[config.mk]
export PLATFORM = sky130hd
export DESIGN_NAME = match_logger
export DESIGN_NICKNAME = d
export VERILOG_FILES = /design/src/rtl/match_logger_pkg.sv /design/src/rtl/match_logger_fifo.sv /design/src/rtl/match_logger.sv
export SDC_FILE = /design/constraint.sdc
export NUM_CORES = 1
export LEC_CHECK = 0
export CAP_MARGIN = 25
export CORE_MARGIN = 3
export CORE_UTILIZATION = 55
export CTS_CLUSTER_SIZE = 20
export DETAILED_ROUTE_END_ITERATION = 6
export GPL_TIMING_DRIVEN = 0
export PLACE_DENSITY = 0.75
export SYNTH_ARGS = -nofsm -noshare
export SYNTH_HDL_FRONTEND = slang
export SYNTH_SLANG_ARGS = --single-unit
[constraint.sdc]
create_clock -name clk -period 2.98 [get_ports clk]
set_clock_uncertainty 0.2 [all_clocks]
set_input_delay 0.447 -clock clk [delete_from_list [all_inputs] [get_ports clk]]
set_output_delay 0.447 -clock clk [all_outputs]
set_load 0.02 [all_outputs]
[src/rtl/match_logger_pkg.sv]
// Shared defaults and sizing helpers for the match logger.
// Latency: n/a (constants and a constant function only).
// Backpressure: n/a.
package match_logger_pkg;

    localparam int DEPTH_DEF = 4;
    localparam int IDXW_DEF  = 8;
    localparam int CNTW_DEF  = 8;

    // Occupancy needs one extra bit so a full FIFO (level == DEPTH) is representable.
    function automatic int lvl_w(input int depth);
        return $clog2(depth) + 1;
    endfunction

endpackage

[src/rtl/match_logger_fifo.sv]
// Show-ahead FIFO holding the bit indices of logged matches.
// Latency: a pushed entry is visible one cycle after the push; a pop exposes the new head next cycle.
// Backpressure: push while full is dropped (drop_o pulses) unless a pop frees the slot the same cycle.
module match_fifo
    import match_logger_pkg::*;
#(
    parameter  int DEPTH = DEPTH_DEF,
    parameter  int DW    = IDXW_DEF,
    localparam int LW    = lvl_w(DEPTH)
) (
    input  logic          clk,
    input  logic          rst,
    input  logic          push_i,
    input  logic [DW-1:0] push_dat_i,
    input  logic          pop_i,
    output logic [DW-1:0] rd_dat_o,
    output logic          empty_o,
    output logic          full_o,
    output logic [LW-1:0] level_o,
    output logic          drop_o
);

    localparam int PW = $clog2(DEPTH);

    logic [DW-1:0] mem_q [DEPTH];
    logic [PW-1:0] wr_ptr_q, wr_ptr_d;
    logic [PW-1:0] rd_ptr_q, rd_ptr_d;
    logic [LW-1:0] cnt_q, cnt_d;
    logic          do_push;
    logic          do_pop;

    // Accept/reject decisions: a pop on empty is ignored, and a push on full only
    // proceeds when a real pop frees the head slot in the same cycle.
    always_comb begin
        do_pop   = pop_i && (cnt_q != '0);
        do_push  = push_i && ((cnt_q != LW'(DEPTH)) || do_pop);
        drop_o   = push_i && !do_push;
        wr_ptr_d = wr_ptr_q;
        rd_ptr_d = rd_ptr_q;
        cnt_d    = cnt_q;
        if (do_push) begin
            wr_ptr_d = wr_ptr_q + PW'(1);
        end
        if (do_pop) begin
            rd_ptr_d = rd_ptr_q + PW'(1);
        end
        case ({do_push, do_pop})
            2'b10:   cnt_d = cnt_q + LW'(1);
            2'b01:   cnt_d = cnt_q - LW'(1);
            default: cnt_d = cnt_q;
        endcase
    end

    // Pointer and occupancy registers; pointers wrap naturally since DEPTH is a power of two.
    always_ff @(posedge clk) begin
        if (rst) begin
            wr_ptr_q <= '0;
            rd_ptr_q <= '0;
            cnt_q    <= '0;
        end else begin
            wr_ptr_q <= wr_ptr_d;
            rd_ptr_q <= rd_ptr_d;
            cnt_q    <= cnt_d;
        end
    end

    // Storage is not reset; a write coinciding with reset is suppressed so the
    // in-flight push leaves no trace.
    always_ff @(posedge clk) begin
        if (do_push && !rst) begin
            mem_q[wr_ptr_q] <= push_dat_i;
        end
    end

    assign rd_dat_o = mem_q[rd_ptr_q];
    assign level_o  = cnt_q;
    assign empty_o  = (cnt_q == '0);
    assign full_o   = (cnt_q == LW'(DEPTH));

endmodule

[src/rtl/match_logger.sv]
// Logs the serial bit index of every detector match into a FIFO, with a saturating match count.
// Latency: a match is visible at rd_data/level one cycle after the en&y edge.
// Backpressure: none upstream; matches arriving on a full FIFO are dropped and flagged in sticky overflow.
module match_logger
    import match_logger_pkg::*;
#(
    parameter int DEPTH = DEPTH_DEF,
    parameter int IDXW  = IDXW_DEF,
    parameter int CNTW  = CNTW_DEF
) (
    input  logic                     clk,
    input  logic                     rst,
    input  logic                     en,
    input  logic                     y,
    input  logic                     rd_en,
    output logic [IDXW-1:0]          rd_data,
    output logic                     empty,
    output logic                     full,
    output logic [lvl_w(DEPTH)-1:0]  level,
    output logic [CNTW-1:0]          match_count,
    output logic                     overflow
);

    logic [IDXW-1:0] idx_q, idx_d;
    logic [CNTW-1:0] cnt_q, cnt_d;
    logic            ovf_q, ovf_d;
    logic            match;
    logic            drop;

    assign match = en && y;

    // The pre-increment index is what gets logged, so the first consumed bit is index 0.
    match_fifo #(
        .DEPTH (DEPTH),
        .DW    (IDXW)
    ) u_fifo (
        .clk        (clk),
        .rst        (rst),
        .push_i     (match),
        .push_dat_i (idx_q),
        .pop_i      (rd_en),
        .rd_dat_o   (rd_data),
        .empty_o    (empty),
        .full_o     (full),
        .level_o    (level),
        .drop_o     (drop)
    );

    // Next-state for bit index, saturating match counter (dropped matches included) and sticky overflow.
    always_comb begin
        idx_d = idx_q;
        cnt_d = cnt_q;
        ovf_d = ovf_q | drop;
        if (en) begin
            idx_d = idx_q + IDXW'(1);
        end
        if (match && (cnt_q != '1)) begin
            cnt_d = cnt_q + CNTW'(1);
        end
    end

    // State registers with synchronous reset overriding any concurrent match.
    always_ff @(posedge clk) begin
        if (rst) begin
            idx_q <= '0;
            cnt_q <= '0;
            ovf_q <= 1'b0;
        end else begin
            idx_q <= idx_d;
            cnt_q <= cnt_d;
            ovf_q <= ovf_d;
        end
    end

    assign match_count = cnt_q;
    assign overflow    = ovf_q;

endmodule

==> summary.md <==
| Metric | Value |
|---|---|
| Status | complete, no violations |
| Core ar. | 0.00409 mm² |
| Min setup slack post-route | roughly 0.36 ns |
| Post-Synthesis Cells | about 170 |
| Vias in the first global route | about 1,500 |
| Via/cell ratio | 5.46 |
| H-tree levels | 3 |
| Die area | 0.00512 mm² |
| Netlist cell types | 35 |
| Seq/Total Area, Yosys | 0.626 |
| CP Launch Type | flop |
| Cell Rows | 23 |
| Min Clock Period, post-route | 2.62 ns |
| Synth top area cells | edfxtp_1 41%, dfxtp_1 22%, mux4_2 7.6% |
| Drc violations | 0 |
| CTS resizes | 0 |
| Part of the cycle the worst path needs | 0.881 |
| Setup TNS | 0 ns |
| Slew margin rel. | 0.669 |
| Ys async rst share | 0 |
| Layout cells sized above 1 | 0.136 |
| Number of max-cap violations | 0 |
| Clock tree buffer depth | 2 |
| Die height | ~72 µm |
| Initial core utilization | 0.579 |
| Final setup fails | 0 |
| Ant diodes | 0 |
| Drt first-iter violations | 120 |
| Worst Tran Pin Value | between 0.4 and 0.5 ns |
| Max Clk Rate | ~380 MHz |
| P_leak | about 0.0010 µW |
| Count leader, synth | edfxtp_1 |
| Die Width | roughly 70 µm |
| # hold bufs at CTS | 0 |
| Synth area leader | edfxtp_1 |
| Crit path kind | flop to output pin |
| Top cell type's share of synthesized area | 0.406 |
| Wire length per cell | between 15 and 20 µm |
| Hold path cells | 3 |
| Drt total wl | approximately 4 mm |
| CTS Buf Count | 9 |
| Post-synthesis net count | around 190 |
| DP HPWL | approximately 2.8 mm |
| Reg2reg start | u_fifo.level_o[2]$_SDFFE_PP0P_ |
| Clk slew on worst S/H paths | 0.06 ns |
| Ys flop type | edfxtp_1 |
| Mapped Area | between 0.002 and 0.0025 mm² |
| Max Slew Vio Count | 0 |
| Worst-path maximum fanout | 8 |
| Peak supply drop | between 0.0005 and 0.0006 V |
| Final Hold Fails | 0 |
| Area delta synth->final | 21.1% |
| Overflow after GRT | 0 |
| Final net count | roughly 220 |
| Routability Congestion | between 0.7 and 0.8 |
| Worst Hold Class | primary input to flop |
| Seq cells post-synth | slightly below 60 |
| Most frequent cells after synthesis | 32 x edfxtp_1, 26 x dfxtp_1, 20 x nor2_1, 9 x xor2_1 |
| Worst setup EP type | output pin |
| Post-CTS Setup Inserts | 0 |
| Syn_area_per_cell | 13.6 µm² |
| Largest net degree at the start of global routing | 11 |
| CTS tree | done |
| Hold path start | en |
| Clk root buf | clkbuf_8 |
| Syn. warnings | 0 |
| Global-route wire length before repair | around 6.9 mm |
| WP data arrival | 1.98 ns |
| Reg2reg path depth | 8 |
| DR vias | between 1,000 and 1,500 |
| Antenna violations before repair | 0 |
| Post-synth EDFFs | 32 |
| Dpl ws | 0.108 ns |
| Worst-skew pair later-pin latency | approximately 0.33 ns |
| Post-DRT Antenna Nets | 0 |
| DRT Pass-1 Iters | 4 |
| Gr usage total | 0.183 |
| PortBufs | 24 |
| CP Data Required Time | roughly 2.3 ns |
| Cell Pwr Density | 728 mW/mm² |
| Sink Count | 58 |
| I/O Pins | 27 |
| Unrepaired setup endpoints after global routing | no |
-- where the power goes --
| group | internal, µW | switching [µW] | total, µW |
|---|---|---|---|
| clock network | 406 | 289 | 694 |
| registers | 885 | 39.7 | 925 |
| logic | 236 | 231 | 466 |
| total | 1530 | 559 | 2090 |
-- critical path, stage by stage (launching register included) --
cell,delay (ns)
dfxtp_1,0.30
buf_2,0.27
mux4_2,0.54
clkdlybuf4s50_1,0.55
-- layout by cell type (no fill, tap or decap), types with 5 or more instances in the layout --
master,count
ha_1,7
inv_1,6
and2_1,5
nor2_1,20
clkdlybuf4s50_1,24
clkbuf_8,10
nand2_1,7
edfxtp_1,32
a21oi_1,8
mux4_2,8
dfxtp_1,26
xor2_1,9
-- path summary, 6_finish.rpt --
check        slack (ns)                              to
max                0.36                      rd_data[3]
min                0.22           idx_q[1]$_SDFFE_PP0P_
max reg2reg        0.57  u_fifo.level_o[2]$_SDFFE_PP0P_
min reg2reg        0.29             overflow$_SDFF_PP0_
-- sequential cells by signal, summed over array words and instances, names as in the netlist, named ones only --
register	cells
u_fifo.level_o	3
u_fifo.rd_ptr_q	2
u_fifo.wr_ptr_q	2
u_fifo.mem_q	32
idx_q	8
overflow	1
match_count	8
-- per-layer routing --
metal  up-vias  track usage  routed length (µm)
met5         -            0                   0
met4         0        0.109                  74
met3         8       0.0533                 189
met2        40        0.317                2080
met1       683        0.196                1660
li1        711            -                   -
-- cell families after synthesis --
kind of cell / after synthesis / share of synthesized area
DFF: 58 / 0.626
adders and majority gates: 8 / 0.0455
muxes: 11 / 0.0889
xor gates and xnor gates: 12 / 0.0444
and+or+nand+nor: 52 / 0.114
buffers and inverters: 12 / 0.0227
AOI/OAI and AO/OA: 21 / 0.0577
-- per-stage QoR --
stage                     instance area [µm²]  total power (µW)  utilization  hold slack, ns  cells
after floorplan                          2360              1240            -           0.269    174
after global placement                   2670              1400        0.653           0.257    248
after detailed placement                 2670              1410        0.653           0.269    248
after CTS                                2860              2110        0.701           0.216    264
after global routing                     2860              2190        0.701           0.239    264
final                                    2860              2090        0.701           0.223    264
-- cell type report --
cell class	instances	area, µm²
sequential	58	1480
fill	280	1220
multi-input combinational	104	830
timing repair buffer	24	240
clock buffer	11	141
tap	50	62.6
clock inverter	5	53.8
buffer	6	31.3
inverter	6	22.5
No activity file was read; power rests on OpenSTA's default activity.
